**src/rtl/matrix_input_ctrl_pkg.sv**
```systemverilog
// Shared constants, state/error encodings and element-range helper for matrix_input_ctrl.
// ELEM_MIN/ELEM_MAX bound elements when MAT_IN_RANGE_CHECK_EN is defined.
`ifndef ELEM_MIN
`define ELEM_MIN 0
`endif
`ifndef ELEM_MAX
`define ELEM_MAX 1000
`endif

package matrix_input_ctrl_pkg;
   localparam int unsigned MIC_MAX_DIM = 5;
   localparam int unsigned MIC_DATA_W  = 32;
   localparam int unsigned MIC_ADDR_W  = 8;
   localparam int unsigned MIC_CNT_W   = 5;

   localparam logic signed [MIC_DATA_W-1:0] MIC_ELEM_MIN = `ELEM_MIN;
   localparam logic signed [MIC_DATA_W-1:0] MIC_ELEM_MAX = `ELEM_MAX;

   typedef enum logic [2:0] {
      MIC_IDLE,
      MIC_GET_M,
      MIC_GET_N,
      MIC_GET_EL,
      MIC_PAD,
      MIC_DRAIN,
      MIC_DONE,
      MIC_ERR
   } mic_state_e;

   typedef enum logic [1:0] {
      MIC_ERR_NONE  = 2'd0,
      MIC_ERR_DIM   = 2'd1,
      MIC_ERR_EOL   = 2'd2,
      MIC_ERR_RANGE = 2'd3
   } mic_err_e;

   function automatic logic mic_in_range(input logic [MIC_DATA_W-1:0] v);
      return ($signed(v) >= MIC_ELEM_MIN) && ($signed(v) <= MIC_ELEM_MAX);
   endfunction
endpackage

```
**src/rtl/matrix_input_ctrl_if.sv**
```systemverilog
// Decoder-token, control and memory-write bundle around matrix_input_ctrl.
// master drives start/decoder tokens; slave is the controller.
interface matrix_input_ctrl_if
   import matrix_input_ctrl_pkg::*;
#(
   parameter int unsigned DATA_W = MIC_DATA_W,
   parameter int unsigned ADDR_W = MIC_ADDR_W
);
   logic              start;
   logic [ADDR_W-1:0] slot_base;
   logic [DATA_W-1:0] dec_int;
   logic              dec_data;
   logic              dec_space;
   logic              dec_newline;
   logic              mem_we;
   logic [ADDR_W-1:0] mem_addr;
   logic [DATA_W-1:0] mem_wdata;
   logic [2:0]        mat_rows;
   logic [2:0]        mat_cols;
   logic              busy;
   logic              done;
   logic              err;
   logic [1:0]        err_code;

   modport master (
      output start, slot_base, dec_int, dec_data, dec_space, dec_newline,
      input  mem_we, mem_addr, mem_wdata, mat_rows, mat_cols, busy, done, err, err_code
   );

   modport slave (
      input  start, slot_base, dec_int, dec_data, dec_space, dec_newline,
      output mem_we, mem_addr, mem_wdata, mat_rows, mat_cols, busy, done, err, err_code
   );
endinterface

```
**src/rtl/matrix_input_ctrl.sv**
```systemverilog
// Parses "m n\n e0 e1 ...\n" decoder tokens into one matrix slot, row-major, zero-padded.
// Define MAT_IN_RANGE_CHECK_EN to abort on elements outside [ELEM_MIN, ELEM_MAX].
module matrix_input_ctrl
   import matrix_input_ctrl_pkg::*;
#(
   parameter int unsigned MAX_DIM = MIC_MAX_DIM,
   parameter int unsigned DATA_W  = MIC_DATA_W,
   parameter int unsigned ADDR_W  = MIC_ADDR_W,
   parameter int unsigned CNT_W   = MIC_CNT_W
) (
   input logic                clk,
   input logic                rst,
   matrix_input_ctrl_if.slave bus
);
   mic_state_e        r_state, w_state_d;
   mic_err_e          r_err_code, w_err_code_d;
   logic [ADDR_W-1:0] r_base, w_base_d;
   logic [2:0]        r_m, w_m_d;
   logic [2:0]        r_n, w_n_d;
   logic [CNT_W-1:0]  r_total, w_total_d;
   logic [CNT_W-1:0]  r_idx, w_idx_d;
   logic [CNT_W-1:0]  w_cnt;
   logic              r_we, w_we_d;
   logic [ADDR_W-1:0] r_addr, w_addr_d;
   logic [DATA_W-1:0] r_wdata, w_wdata_d;
   logic              w_dim_ok;
   logic              w_unused_space;

   assign w_unused_space = bus.dec_space;
   assign w_dim_ok = (bus.dec_int >= DATA_W'(1)) && (bus.dec_int <= DATA_W'(MAX_DIM));

   always_comb begin
      w_state_d    = r_state;
      w_err_code_d = r_err_code;
      w_base_d     = r_base;
      w_m_d        = r_m;
      w_n_d        = r_n;
      w_total_d    = r_total;
      w_idx_d      = r_idx;
      w_cnt        = r_idx;
      w_we_d       = 1'b0;
      w_addr_d     = r_addr;
      w_wdata_d    = r_wdata;
      unique case (r_state)
         MIC_IDLE: begin
            if (bus.start) begin
               w_base_d     = bus.slot_base;
               w_err_code_d = MIC_ERR_NONE;
               w_state_d    = MIC_GET_M;
            end
         end
         MIC_GET_M: begin
            // A newline right after m means the dimension line ended early.
            if (bus.dec_data) begin
               if (!w_dim_ok) begin
                  w_err_code_d = MIC_ERR_DIM;
                  w_state_d    = MIC_ERR;
               end else if (bus.dec_newline) begin
                  w_err_code_d = MIC_ERR_EOL;
                  w_state_d    = MIC_ERR;
               end else begin
                  w_m_d     = bus.dec_int[2:0];
                  w_state_d = MIC_GET_N;
               end
            end else if (bus.dec_newline) begin
               w_err_code_d = MIC_ERR_EOL;
               w_state_d    = MIC_ERR;
            end
         end
         MIC_GET_N: begin
            if (bus.dec_data) begin
               if (!w_dim_ok) begin
                  w_err_code_d = MIC_ERR_DIM;
                  w_state_d    = MIC_ERR;
               end else begin
                  w_n_d     = bus.dec_int[2:0];
                  w_total_d = CNT_W'(r_m) * CNT_W'(bus.dec_int[2:0]);
                  w_idx_d   = '0;
                  w_state_d = MIC_GET_EL;
               end
            end else if (bus.dec_newline) begin
               w_err_code_d = MIC_ERR_EOL;
               w_state_d    = MIC_ERR;
            end
         end
         MIC_GET_EL: begin
            if (bus.dec_data) begin
`ifdef MAT_IN_RANGE_CHECK_EN
               if (!mic_in_range(bus.dec_int)) begin
                  w_err_code_d = MIC_ERR_RANGE;
                  w_state_d    = MIC_ERR;
               end else
`endif
               begin
                  w_we_d    = 1'b1;
                  w_addr_d  = r_base + ADDR_W'(r_idx);
                  w_wdata_d = bus.dec_int;
                  w_cnt     = r_idx + 1'b1;
               end
            end
            w_idx_d = w_cnt;
            // Newline is judged against the count after any same-cycle element.
            if (w_state_d == MIC_GET_EL) begin
               if (bus.dec_newline && (w_cnt != '0)) begin
                  w_state_d = (w_cnt == r_total) ? MIC_DONE : MIC_PAD;
               end else if (w_cnt == r_total) begin
                  w_state_d = MIC_DRAIN;
               end
            end
         end
         MIC_PAD: begin
            w_we_d    = 1'b1;
            w_addr_d  = r_base + ADDR_W'(r_idx);
            w_wdata_d = '0;
            w_idx_d   = r_idx + 1'b1;
            if (w_idx_d == r_total) begin
               w_state_d = MIC_DONE;
            end
         end
         MIC_DRAIN: begin
            if (bus.dec_newline) begin
               w_state_d = MIC_DONE;
            end
         end
         MIC_DONE: w_state_d = MIC_IDLE;
         MIC_ERR:  w_state_d = MIC_IDLE;
         default:  w_state_d = MIC_IDLE;
      endcase
   end

   always_ff @(posedge clk) begin
      if (!rst) begin
         r_state    <= MIC_IDLE;
         r_err_code <= MIC_ERR_NONE;
         r_base     <= '0;
         r_m        <= '0;
         r_n        <= '0;
         r_total    <= '0;
         r_idx      <= '0;
         r_we       <= 1'b0;
         r_addr     <= '0;
         r_wdata    <= '0;
      end else begin
         r_state    <= w_state_d;
         r_err_code <= w_err_code_d;
         r_base     <= w_base_d;
         r_m        <= w_m_d;
         r_n        <= w_n_d;
         r_total    <= w_total_d;
         r_idx      <= w_idx_d;
         r_we       <= w_we_d;
         r_addr     <= w_addr_d;
         r_wdata    <= w_wdata_d;
      end
   end

   assign bus.mem_we    = r_we;
   assign bus.mem_addr  = r_addr;
   assign bus.mem_wdata = r_wdata;
   assign bus.mat_rows  = r_m;
   assign bus.mat_cols  = r_n;
   assign bus.err_code  = r_err_code;
   assign bus.done      = (r_state == MIC_DONE);
   assign bus.err       = (r_state == MIC_ERR);
   assign bus.busy      = (r_state != MIC_IDLE) && (r_state != MIC_DONE) && (r_state != MIC_ERR);
endmodule
```
**src/flat_wrapper.sv**
```systemverilog
// flat-port wrapper written by rule: the top's interface ports become plain ports
module matrix_input_ctrl_flat import matrix_input_ctrl_pkg::*;
#(
   parameter int unsigned MAX_DIM = MIC_MAX_DIM,
   parameter int unsigned DATA_W  = MIC_DATA_W,
   parameter int unsigned ADDR_W  = MIC_ADDR_W,
   parameter int unsigned CNT_W   = MIC_CNT_W
)
  (clk, rst, bus_start, bus_slot_base, bus_dec_int, bus_dec_data, bus_dec_space, bus_dec_newline, bus_mem_we, bus_mem_addr, bus_mem_wdata, bus_mat_rows, bus_mat_cols, bus_busy, bus_done, bus_err, bus_err_code);
  matrix_input_ctrl_if #(.DATA_W(DATA_W), .ADDR_W(ADDR_W)) bus_i ();
  input logic clk;
  input logic rst;
  input wire logic [$bits(bus_i.start)-1:0] bus_start;
  input wire logic [$bits(bus_i.slot_base)-1:0] bus_slot_base;
  input wire logic [$bits(bus_i.dec_int)-1:0] bus_dec_int;
  input wire logic [$bits(bus_i.dec_data)-1:0] bus_dec_data;
  input wire logic [$bits(bus_i.dec_space)-1:0] bus_dec_space;
  input wire logic [$bits(bus_i.dec_newline)-1:0] bus_dec_newline;
  output wire logic [$bits(bus_i.mem_we)-1:0] bus_mem_we;
  output wire logic [$bits(bus_i.mem_addr)-1:0] bus_mem_addr;
  output wire logic [$bits(bus_i.mem_wdata)-1:0] bus_mem_wdata;
  output wire logic [$bits(bus_i.mat_rows)-1:0] bus_mat_rows;
  output wire logic [$bits(bus_i.mat_cols)-1:0] bus_mat_cols;
  output wire logic [$bits(bus_i.busy)-1:0] bus_busy;
  output wire logic [$bits(bus_i.done)-1:0] bus_done;
  output wire logic [$bits(bus_i.err)-1:0] bus_err;
  output wire logic [$bits(bus_i.err_code)-1:0] bus_err_code;
  assign bus_i.start = bus_start;
  assign bus_i.slot_base = bus_slot_base;
  assign bus_i.dec_int = bus_dec_int;
  assign bus_i.dec_data = bus_dec_data;
  assign bus_i.dec_space = bus_dec_space;
  assign bus_i.dec_newline = bus_dec_newline;
  assign bus_mem_we = bus_i.mem_we;
  assign bus_mem_addr = bus_i.mem_addr;
  assign bus_mem_wdata = bus_i.mem_wdata;
  assign bus_mat_rows = bus_i.mat_rows;
  assign bus_mat_cols = bus_i.mat_cols;
  assign bus_busy = bus_i.busy;
  assign bus_done = bus_i.done;
  assign bus_err = bus_i.err;
  assign bus_err_code = bus_i.err_code;
  matrix_input_ctrl #(.MAX_DIM(MAX_DIM), .DATA_W(DATA_W), .ADDR_W(ADDR_W), .CNT_W(CNT_W)) u_core (.clk(clk), .rst(rst), .bus(bus_i));
endmodule
```
**config.mk**
```make
export PLATFORM = sky130hd
export DESIGN_NAME = matrix_input_ctrl_flat
export DESIGN_NICKNAME = d
export VERILOG_FILES = /design/src/rtl/matrix_input_ctrl_pkg.sv /design/src/rtl/matrix_input_ctrl_if.sv /design/src/rtl/matrix_input_ctrl.sv /design/src/flat_wrapper.sv
export SDC_FILE = /design/constraint.sdc
export NUM_CORES = 1
export LEC_CHECK = 0
export BUFFER_PORTS_ARGS = -buffer_cell sky130_fd_sc_hd__buf_2
export CORE_MARGIN = 10
export CORE_UTILIZATION = 50
export CTS_CLUSTER_SIZE = 40
export DETAILED_ROUTE_END_ITERATION = 7
export GPL_TIMING_DRIVEN = 1
export PLACE_DENSITY_LB_ADDON = 0.08
export REMOVE_ABC_BUFFERS = 1
export SETUP_SLACK_MARGIN = 0.2
export SYNTH_ARGS = -nofsm -noshare
export SYNTH_HDL_FRONTEND = slang
export SYNTH_SLANG_ARGS = --single-unit
```
**constraint.sdc**
```tcl
create_clock -name clk -period 2.5 [get_ports clk]
set_input_delay 0 -clock clk [delete_from_list [all_inputs] [get_ports clk]]
set_output_delay 0 -clock clk [all_outputs]
set_load 0.01 [all_outputs]
```
==> results, run 1 <==
- The transition time at the pin with the least slew margin is 0.619 ns.
- Counting flops and latches in the post-synthesis netlist gives 70.
- The async set-reset flop share out of synthesis is 0%.
- The floorplan has 30 rows.
- The analysis attributes to cell leakage a power of 0.00205 uW.
- At the worst endpoint, the required time is 2.76 ns.
- Fill cells in the final layout number 547.
- The signal on the critical path passes through nand2_1 -> fa_1 -> inv_1 -> ha_1 -> inv_1 -> fa_1 -> xor2_1 -> xnor2_1 -> a211oi_1.
- In the final routed layout, each cell accounts on average for 16.2 um.
- The number of setup buffers added after CTS is 0.
- The sequential element share of the synthesized area is 40.8%.
- The clock drives 70 sinks.
- The detailed router placed 3263 vias in this run.
- The buffer cell driving the clock tree root is sky130_fd_sc_hd__clkbuf_8.
- The total overflow left after global routing is 0.
- The sum of net half-perimeters after detailed placement is 6710 um.
- Dividing the detail-routed via count by the number of cells gives 5.45.
- The final critical path takes up 86.4% of the cycle.
- The max-cap check violation count is 0.
- Measured in cells, the most critical reg-to-reg path has a length of 9.
- The worst pin sits at a relative slew slack of 58.6%.
- The share of the synthesized area in the top cell type is 40.8%.
- The CTS H-tree depth is 3.
- Counting buffers and inverters, the worst setup path is 9 cells deep.
- The run finished with clean final reports.
- The die footprint is 10600 um^2.
- The number of synthesis warnings is 0.
- The detailed router finished its first iteration with 185 violations.
- The number of cells on the worst hold path is 4.
- The die is 103 um tall.
- By instance count, the leading cell after synthesis is sky130_fd_sc_hd__dfxtp_1.
- 98 I/O pins were placed.
- The overall global routing resource usage is 18.3%.
- The initial utilization of the core area, before any placement, comes to 51.1%.
- The synthesized netlist contains 57 unique library cells.
- The kind of cell adding the most delay to the critical path is adder cells.
- The class of the tightest hold or removal check is input pin to flip-flop.
- Buffers placed on the I/O ports in this run total 96.
- The number of global-route vias before repair came to 3148.
- The post-route netlist has 26.4% of its cells at a drive strength greater than 1.
- No sink is reached through more buffers than the 2 on the longest clock path.
- The clock tree from TritonCTS is done.
- The clock skew after layout is 0.0127 ns.
- In the synthesized netlist the dominant register cell turns out to be sky130_fd_sc_hd__dfxtp_1.
- The cell at the slowest stage of the critical path is sky130_fd_sc_hd__fa_1.
- The final worst slack is 0.341 ns.
- The shortest period the worst path allows is 2.16 ns.
- On the worst path, the slowest cell contributes a delay of 0.47 ns.
- The core footprint is 6720 um^2.
- The number of hold violations in the final report was 0.
- From left edge to right edge, the die measures 103 um.
- By area the synthesized netlist is led by sky130_fd_sc_hd__dfxtp_1, sky130_fd_sc_hd__a22o_1, sky130_fd_sc_hd__nand2_1, sky130_fd_sc_hd__a21oi_1, sky130_fd_sc_hd__ha_1.
- The final wirelength is 9720 um.
- The repair_antennas step left the layout with diodes totalling 0.
- Setup repair after global routing left no endpoint under its margin.
- The worst setup path is of the flip-flop to flip-flop kind.
- Adding up every negative setup slack in the final design gives 0 ns.
- For this run, the post-layout net count is 572.
- Counting flops with a built-in enable in the synthesized netlist gives 0.
- The sum of buffers and inverters on the critical path is 2.
- Relative to the synthesized area, the layout overhead comes to 35.3%.
- The critical path arrival is 2.42 ns.
- TritonCTS created 9 clock buffers.
- The synthesized cell area is 3440 um^2.
- Clock-pin slew was measured on the worst setup and hold paths at 0.08 ns.
- After detailed routing, the number of remaining DRC violations is 0.
- The maximum clock rate is 0.463 GHz.
- The maximum fanout count along the critical path is 5.
- The worst-case IR drop observed on VDD is 0.458 mV.
- The worst slack on hold paths is 0.102 ns.
- The commonest cells after synthesis are sky130_fd_sc_hd__dfxtp_1, sky130_fd_sc_hd__nand2_1, sky130_fd_sc_hd__a22o_1.
- The worst slack at placement is 0.319 ns.
- Of all cell types, the one taking the most synthesized area is sky130_fd_sc_hd__dfxtp_1.
- The final number of setup-violating endpoints is 0.
- The maximum number of pins on one net before global-route repair is 33.
- The critical path startpoint category is a flip-flop.
- The synthesized instance count is 377.
- The number of antenna-violating nets in the routed design is 0.
- STA classifies the critical path endpoint as a flip-flop.
- The first-pass GRT wire length is 15500 um.
- After synthesis, the mean cell area works out to 9.11 um^2.
- The placer's final routability congestion estimate is 0.846.
- The iteration count of the initial detailed-routing pass is 4.
- The final count of pins violating max slew was 0.
- Power comes to 4030 uW.
- The initial antenna violation count came to 0.
- The insertion delay of the later-clocked pin in the worst-skew pair is 0.34 ns.
- The power density over cell area is 866 nW/um^2.
## final timing paths
kind / slack [ns] / to / from
min: 0.10 / u_core.bus.err_code[0]$_SDFFE_PN0P_ / bus_start
min reg2reg: 0.46 / u_core.bus.mem_addr[2]$_SDFFE_PN0P_ / u_core.bus.mem_addr[2]$_SDFFE_PN0P_
max: 0.34 / u_core.r_total[4]$_SDFFE_PN0P_ / u_core.bus.mat_rows[0]$_SDFFE_PN0P_
max reg2reg: 0.34 / u_core.r_total[4]$_SDFFE_PN0P_ / u_core.bus.mat_rows[0]$_SDFFE_PN0P_
## placed cells by master, fill, tap and decap left out, types with 4 or more instances in the layout
master	synthesis	layout
sky130_fd_sc_hd__nor4_2	5	6
sky130_fd_sc_hd__a22o_1	32	32
sky130_fd_sc_hd__mux2i_1	8	8
sky130_fd_sc_hd__a21o_1	4	4
sky130_fd_sc_hd__ha_1	9	9
sky130_fd_sc_hd__nand4_1	5	5
sky130_fd_sc_hd__xnor2_1	10	10
sky130_fd_sc_hd__dfxtp_1	70	70
sky130_fd_sc_hd__a211oi_1	7	7
sky130_fd_sc_hd__dlygate4sd3_1	0	41
sky130_fd_sc_hd__clkbuf_8	0	9
sky130_fd_sc_hd__buf_4	1	11
sky130_fd_sc_hd__nand3_1	11	11
sky130_fd_sc_hd__or3_1	5	5
sky130_fd_sc_hd__nor2_1	28	27
sky130_fd_sc_hd__inv_1	11	11
sky130_fd_sc_hd__nor3_1	5	5
sky130_fd_sc_hd__nor2b_1	4	4
sky130_fd_sc_hd__and2_1	4	4
sky130_fd_sc_hd__nand2_1	43	43
sky130_fd_sc_hd__buf_2	8	96
sky130_fd_sc_hd__o21ai_0	13	13
sky130_fd_sc_hd__a21oi_1	23	23
sky130_fd_sc_hd__xor2_1	10	10
## power breakdown
part	internal, uW	leakage [uW]	switching [uW]
clock	569	0.000107	448
combinational	620	0.00137	830
sequential	1360	0.000569	197
## stage by stage
step / cells / utilization, % / area (um^2)
2_1_floorplan: 355 / - / 3340
3_3_place_gp: 542 / 59.7 / 4010
3_5_place_dp: 542 / 59.7 / 4010
4_1_cts: 599 / 69.1 / 4640
5_1_grt: 599 / 69.2 / 4650
6_report: 599 / 69.2 / 4650
## logic make-up (layout without fill, tap and decap cells)
family,Yosys count,after routing,share of synthesized area [%]
buffers and inverters,34,176,4.12
muxes,8,8,2.33
and+or+nand+nor,132,132,20.8
DFF,70,70,40.8
AOI/OAI and AO/OA,100,100,21.1
adders and majority gates,12,12,5.03
xor gates and xnor gates,21,21,5.79
## tightest hold or removal path, delay by kind of cell
kind | cells | cell delay [ns]
simple gates | 2 | 0.20
buf+inv | 1 | 0.12
compound gates | 1 | 0.07
## metal layers
| metal | wire length, um | up-vias | part of all wire, % | GRT usage, % |
|---|---|---|---|---|
| met4 | 91 | 0 | 0.94 | 4.92 |
| met1 | 4260 | 1515 | 44 | 23.1 |
| met3 | 690 | 8 | 7.1 | 5.70 |
| li1 | - | 1640 | - | - |
| met5 | 0 | - | 0 | 0 |
| met2 | 4670 | 100 | 48 | 29.4 |
## final cells by class
class,instances,area [um^2],area share [%]
multi-input combinational,273,1910,41.0
sequential,70,1400,30.1
clock buffer,10,128,2.74
inverter,12,45.0,0.969
timing repair buffer,148,973,20.9
clock inverter,6,93.8,2.02
tap,80,100,2.15
## registers in the layout, indices dropped and copies added (netlist names)
name and cells:
u_core.bus.mat_rows 3, u_core.r_base 8, u_core.r_idx 5, u_core.r_total 5, u_core.bus.err_code 2, u_core.r_state 3, u_core.bus.mem_we 1, u_core.bus.mat_cols 3
u_core.bus.mem_wdata 32, u_core.bus.mem_addr 8
## what timing repair did
action	CTS	global route
setup endpoints to repair	0	1
hold buffers	41	0
gates resized for setup	0	1
hold endpoints to repair	44	0
Note: power is estimated with default switching activity, not from simulation.
==> inputs of run 2 (changes only) <==
--- a/config.mk
+++ b/config.mk
@@ -7,7 +7,7 @@
 export LEC_CHECK = 0
 export BUFFER_PORTS_ARGS = -buffer_cell sky130_fd_sc_hd__buf_2
 export CORE_MARGIN = 10
-export CORE_UTILIZATION = 50
+export CORE_UTILIZATION = 41
 export CTS_CLUSTER_SIZE = 40
 export DETAILED_ROUTE_END_ITERATION = 7
 export GPL_TIMING_DRIVEN = 1
==> results, run 2 (synthesis gave the netlist of run 1 again) <==
- The run finished with clean final reports.
- At the worst endpoint, the arrival time is 2.42 ns.
- After the flow finishes, the layout carries non-filler instances totaling 624.
- Summing all flip-flop and latch instances after layout gives 1400 um^2.
- Using the TritonRoute via totals, the vias-per-cell ratio works out to 5.29.
- The initial utilization of the core area, before any placement, comes to 42.0%.
- The area of all placed cells without fillers is 4640 um^2.
- The final global-route overflow total is 0.
- The power density over cell area is 825 nW/um^2.
- In the routed design, unresolved DRC markers number 0.
- Setup violations remaining at the end of the flow were counted as 0.
- After detailed routing, the average wire length per cell comes to 15.7 um.
- Wires add up to 9830 um.
- The category of the most critical setup path is input pin to flip-flop.
- The total number of clock tree sinks is 70.
- The iteration count of the initial detailed-routing pass is 4.
- The clock tree from TritonCTS is done.
- After clock tree synthesis, the clock-pin slew on the worst setup and hold paths is 0.07 ns.
- The most frequent standard cell in the layout excluding fill and tap cells is sky130_fd_sc_hd__buf_2.
- After layout, the minimum clock period comes to 2.17 ns.
- The sum of net half-perimeters after detailed placement is 7210 um.
- Along the worst path, the maximum fanout reaches 8.
- The number of hold violations in the final report is 0.
- On the final layout, the worst clock skew is 0.00830 ns.
- For the pin with the worst max-slew slack, the measured transition is 0.649 ns.
- Setup repair after global routing left no endpoint under its margin.
- The layout has 776 filler cells.
- Across the run, the number of max-cap violations was 0.
- The count of nets after finishing is 572.
- Summing all placed instances gives a cell area of 4050 um^2.
- The final count of pins violating max slew is 0.
- After floorplanning, the core was divided into 33 placement rows.
- The overall global routing resource usage is 15.6%.
- The relative max-transition margin is 56.4%.
- The critical path data required time is 2.75 ns.
- Dividing the final minimum period by the clock period gives 86.8%.
- Summed over all cells, the static leakage comes to 0.00202 uW.
- The number of global-route vias before repair came to 3278.
- TritonCTS created 9 clock buffers.
- Based on the critical path, the design can be clocked at up to 0.461 GHz.
- The worst hold path begins at rst.
- The register with the most flip-flops in the layout has 32 of them.
- The worst vdd rail ir drop is 0.321 mV.
- The first global-routing pass estimated 16400 um of wire.
- The most critical setup path has its startpoint at bus_dec_int[2].
- The placer's final routability congestion estimate is 0.798.
- The detail route stage leaves a number of antenna-violating nets equal to 0.
- The layout cell share with drive strength beyond 1 is 27.2%.
- The root buffer cell chosen for the clock tree is sky130_fd_sc_hd__clkbuf_8.
- The class of the tightest hold or removal check is input pin to flip-flop.
- The number of ports placed on the die boundary is 98.
- Port buffering added 96 buffers.
- For the worst-skew pair, the clock arrives at the later sink with an insertion delay of 0.34 ns.
- 0 antenna diodes ended up in the layout.
- The vias after detailed routing is 3299.
- The start of the worst register-to-register path is u_core.bus.mat_rows[1]$_SDFFE_PN0P_.
- Relative to the synthesized area, the layout overhead comes to 34.9%.
- The initial antenna violation count is 0.
- The CTS H-tree depth is 3.
- The setup TNS after final layout is 0 ns.
- The critical path startpoint category is an input pin.
- The total area of multi-input combinational cells is 1910 um^2.
- The number of placed cells counting well taps is 568.
- Leaving out fill and tap cells, the most frequent cells in the layout are sky130_fd_sc_hd__buf_2, sky130_fd_sc_hd__dfxtp_1, sky130_fd_sc_hd__nand2_1.
- The sort of element at the end of the critical path is a flip-flop.
- For this block, the initial DRC count from the detailed router was 159.
- The maximum buffer depth of the clock tree is 2.
- The floorplan step defined a die boundary enclosing 12400 um^2.
- The overall die height is 112 um.
- Entering global routing, the biggest net connects 33 pins.
- The floorplan step set the die width to 112 um.
- The core footprint is 8180 um^2.
==> run 2: final timing paths <==
| kind | end | slack [ns] | cells past startpoint |
|---|---|---|---|
| setup / recovery | u_core.r_total[4]$_SDFFE_PN0P_ | 0.33 | 11 |
| hold / removal | u_core.r_state[2]$_SDFFE_PN0P_ | 0.02 | 3 |
| setup reg to reg | u_core.r_total[4]$_SDFFE_PN0P_ | 0.34 | 9 |
| hold reg to reg | u_core.bus.mem_addr[2]$_SDFFE_PN0P_ | 0.45 | 2 |
==> run 2: where the power goes <==
| group | switching (uW) | internal [uW] |
|---|---|---|
| Clock | 445 | 361 |
| Sequential | 195 | 1360 |
| Combinational | 842 | 618 |
| Total | 1480 | 2340 |
==> run 2: timing repair <==
action,4_1_cts,5_1_grt
resized for setup,0,4
setup endpoints to repair,0,3
buffers inserted,0,0
endpoints found under the hold margin,41,0
hold buffers,40,0
==> run 2: critical path: stages <==
cell	delay [ns]
sky130_fd_sc_hd__dlygate4sd3_1	0.52
sky130_fd_sc_hd__clkbuf_4	0.19
sky130_fd_sc_hd__nand2_1	0.09
sky130_fd_sc_hd__fa_1	0.48
sky130_fd_sc_hd__inv_1	0.07
sky130_fd_sc_hd__ha_1	0.14
sky130_fd_sc_hd__inv_1	0.05
sky130_fd_sc_hd__fa_1	0.37
sky130_fd_sc_hd__xor2_1	0.16
sky130_fd_sc_hd__xnor2_1	0.12
sky130_fd_sc_hd__a211oi_1	0.24
==> run 2: cell type report <==
cell class              count  share of cell area [%]
multi-input cells         273                    41.2
flip-flops and latches     70                    30.3
repair buffers            148                    21.0
well taps                 105                    2.83
clock buffers               9                    2.67
clock inverters             7                    1.08
inverters                  12                   0.972
==> run 2: routing by layer <==
layer / routed length, um / track usage, % / up-vias
li1: - / - / 1642
met1: 4750 / 20.2 / 1562
met2: 4430 / 24.5 / 85
met3: 512 / 3.60 / 10
met4: 129 / 6.08 / 0
met5: 0 / 0 / -
==> run 2: stage by stage <==
step           utilization, %  hold slack (ns)  worst slack, ns  total power [uW]
2_1_floorplan               -            0.109            0.100              2380
3_3_place_gp             49.5            0.227            0.386              2970
3_5_place_dp             49.5            0.232            0.337              2980
4_1_cts                  56.6          0.00269            0.276              3850
5_1_grt                  56.7          0.00892            0.202              4110
6_report                 56.7           0.0211            0.330              3820
==> inputs of run 3 (changes only) <==
--- a/config.mk
+++ b/config.mk
@@ -5,11 +5,11 @@
 export SDC_FILE = /design/constraint.sdc
 export NUM_CORES = 1
 export LEC_CHECK = 0
-export BUFFER_PORTS_ARGS = -buffer_cell sky130_fd_sc_hd__buf_2
 export CORE_MARGIN = 10
 export CORE_UTILIZATION = 41
 export CTS_CLUSTER_SIZE = 40
 export DETAILED_ROUTE_END_ITERATION = 7
+export DONT_BUFFER_PORTS = 1
 export GPL_TIMING_DRIVEN = 1
 export PLACE_DENSITY_LB_ADDON = 0.08
 export REMOVE_ABC_BUFFERS = 1
==> results, run 3 (synthesis gave the netlist of run 1 again) <==
- The run finished with clean final reports.
- The setup TNS after final layout is 0 ns.
- Setup repair after global routing left no endpoint under its margin.
- For this design, the slowest cell found on the critical path is sky130_fd_sc_hd__fa_1.
- The clock transition at the register clock pins on the worst setup and hold paths after CTS is 0.07 ns.
- In the global route stage, met2 resource usage came out at 24.1%.
- The final critical path takes up 84.8% of the cycle.
- In the final layout, the multi-input gates occupy 1910 um^2.
- STA classifies the critical path startpoint as a flip-flop.
- The power density over cell area is 899 nW/um^2.
- The class of the tightest hold or removal check is input pin to flip-flop.
- The pre-antenna-repair detailed-routing pass consisted of 4 iterations.
- Dividing the detail-routed wire length by the instance count gives 18.5 um.
- The number of fillers in the final layout is 767.
- The most frequent standard cell in the layout excluding fill and tap cells is sky130_fd_sc_hd__dfxtp_1.
- The critical path data required time is 2.76 ns.
- The insertion delay of the later-clocked pin in the worst-skew pair is 0.35 ns.
- The worst slack at placement is 0.310 ns.
- The clock passes through at most 2 buffers.
- The most used routing layer is met2.
- The kind of cell adding the most delay to the critical path is adder cells.
- Based on the critical path, the design can be clocked at up to 0.471 GHz.
- The count of routing violations after the opening detailed-route iteration is 184.
- Once the floorplan was initialized, standard cells occupied 42.0% of the core.
- The relative max-transition margin is 55.9%.
- Summing over every cut layer, the via total after detailed routing is 2989.
- The worst vdd rail ir drop is 0.299 mV.
- During placement, the flow inserted port buffers numbering 0.
- The overall global routing resource usage is 15.4%.
- The clock tree synthesis step divided the H-tree into 3 levels.
- Summing all flip-flop and latch instances after layout gives 1400 um^2.
- The DRC violation count after routing is 0.
- The count of nets after finishing is 481.
- The tool flagged a number of max-cap violations equal to 0.
- The finished layout holds 533 standard cells, fillers aside.
- In this run, placement finished with an instance count of 473.
- The transition time at the pin with the least slew margin is 0.657 ns.
- The register with the most flip-flops in the layout has 32 of them.
- The total number of clock tree sinks is 70.
- The region available for standard cell placement spans 8180 um^2.
- The number of ports placed on the die boundary is 98.
- The met3 usage is 6.01%.
- The number of global-route vias before repair came to 2977.
- The number of CTS-inserted buffers is 9.
- The area added between synthesis and finish is 23.4%.
- The buffer cell driving the clock tree root is sky130_fd_sc_hd__clkbuf_8.
- Global routing used 18.7% of the available met1 tracks.
- Total power for the finished layout comes to 3810 uW.
- The number of hold violations in the final report is 0.
- The sum of buffers and inverters on the critical path is 2.
- The worst setup path is of the flip-flop to flip-flop kind.
- The shortest period the worst path allows is 2.12 ns.
- The die extent in x is 112 um.
- STA classifies the critical path endpoint as a flip-flop.
- The clock tree from TritonCTS is done.
- Entering global routing, the biggest net connects 33 pins.
- In the final layout, the share of cells above drive strength 1 is 10.3%.
- Walking the worst path, the cells encountered are nand2_1 -> fa_1 -> inv_1 -> ha_1 -> inv_1 -> fa_1 -> xor2_1 -> xnor2_1 -> a211oi_1.
- The sum of net half-perimeters after detailed placement is 6790 um.
- Once the clock tree was built, the setup fixing pass inserted 0 buffers.
- The floorplan step defined a die boundary enclosing 12400 um^2.
- The number of antenna diodes in the final layout is 0.
- The final count of pins violating max slew is 0.
- The average via count per standard cell is 5.61.
- The count of nets left with antenna violations once routing finished came out at 0.
- The floorplan has 33 rows.
- The placer's final routability congestion estimate is 0.766.
- The maximum cell stage delay along the critical path is 0.43 ns.
- The final cell utilization of the core is 51.9%.
- For the final database, setup skew stands at 0.0119 ns.
- The total leakage power is 0.00162 uW.
- The initial antenna violation count is 0.
- The maximum fanout count along the critical path is 5.
- The first-pass GRT wire length is 15900 um.
- The final worst slack is 0.379 ns.
- Setup violations remaining at the end of the flow were counted as 0.
- Measured along the y axis, the die boundary spans 112 um.
- In the layout the commonest cells are sky130_fd_sc_hd__dfxtp_1, sky130_fd_sc_hd__dlygate4sd3_1, sky130_fd_sc_hd__nand2_1.
- The final wirelength is 9840 um.
- Data on the critical path arrives at its endpoint at 2.38 ns.
- After global routing the overflow that remains totals 0.
## run 3: changes by cell type in the layout (fill, tap and decap cells not counted), sizes merged
cell         delta
dlygate4sd3     +4
inv             -1
clkinvlp        -2
buf            -94
bufinv          +2
## run 3: worst reg2reg max path, cell delays in order, from the launching register on
cell and delay [ns]:
sky130_fd_sc_hd__dfxtp_2 0.39, sky130_fd_sc_hd__nand2_1 0.08, sky130_fd_sc_hd__fa_1 0.43, sky130_fd_sc_hd__inv_1 0.07, sky130_fd_sc_hd__ha_1 0.14, sky130_fd_sc_hd__inv_1 0.05
sky130_fd_sc_hd__fa_1 0.37, sky130_fd_sc_hd__xor2_1 0.16, sky130_fd_sc_hd__xnor2_1 0.13, sky130_fd_sc_hd__a211oi_1 0.21
## run 3: repair_timing
item                                    4_1_cts  5_1_grt
endpoints found under the setup margin        0        2
hold endpoints to repair                     59        0
hold buffers                                 44        0
resized for setup                             0        2
## run 3: final cells by class
class,instances,area share [%]
multi-input cells,273,45.0
flip-flops and latches,70,33.1
repair buffers,57,12.7
well taps,105,3.10
clock buffers,10,3.01
clock inverters,6,2.04
inverters,12,1.06
## run 3: metrics by stage
step	area (um^2)	hold WS, ns
after CTS	4230	0.0148
after floorplan	3340	0.109
after global placement	3580	0.126
after global routing	4240	0.0355
after detailed placement	3580	0.129
final	4240	0.0258
## run 3: final timing paths
check                                                    startpoint                        endpoint  slack, ns  cells after the start
worst max-delay path            u_core.bus.mat_rows[2]$_SDFFE_PN0P_  u_core.r_total[4]$_SDFFE_PN0P_       0.38                      9
worst min-delay path                                bus_dec_newline  u_core.r_state[1]$_SDFFE_PN0P_       0.03                      4
worst max register to register  u_core.bus.mat_rows[2]$_SDFFE_PN0P_  u_core.r_total[4]$_SDFFE_PN0P_       0.38                      9
worst min register to register        u_core.r_base[0]$_SDFFE_PN0P_   u_core.r_base[0]$_SDFFE_PN0P_       0.46                      2
## run 3: power breakdown
group / switching [uW] / total (uW) / internal, uW
clock: 437 / 997 / 560
combinational: 648 / 1120 / 477
sequential: 325 / 1690 / 1360
total: 1410 / 3810 / 2400
## run 3: routing by layer
metal | up-vias | routed length [um]
met5 | - | 0
met4 | 0 | 178
met3 | 14 | 1000
met2 | 114 | 4430
met1 | 1402 | 4230
li1 | 1459 | -
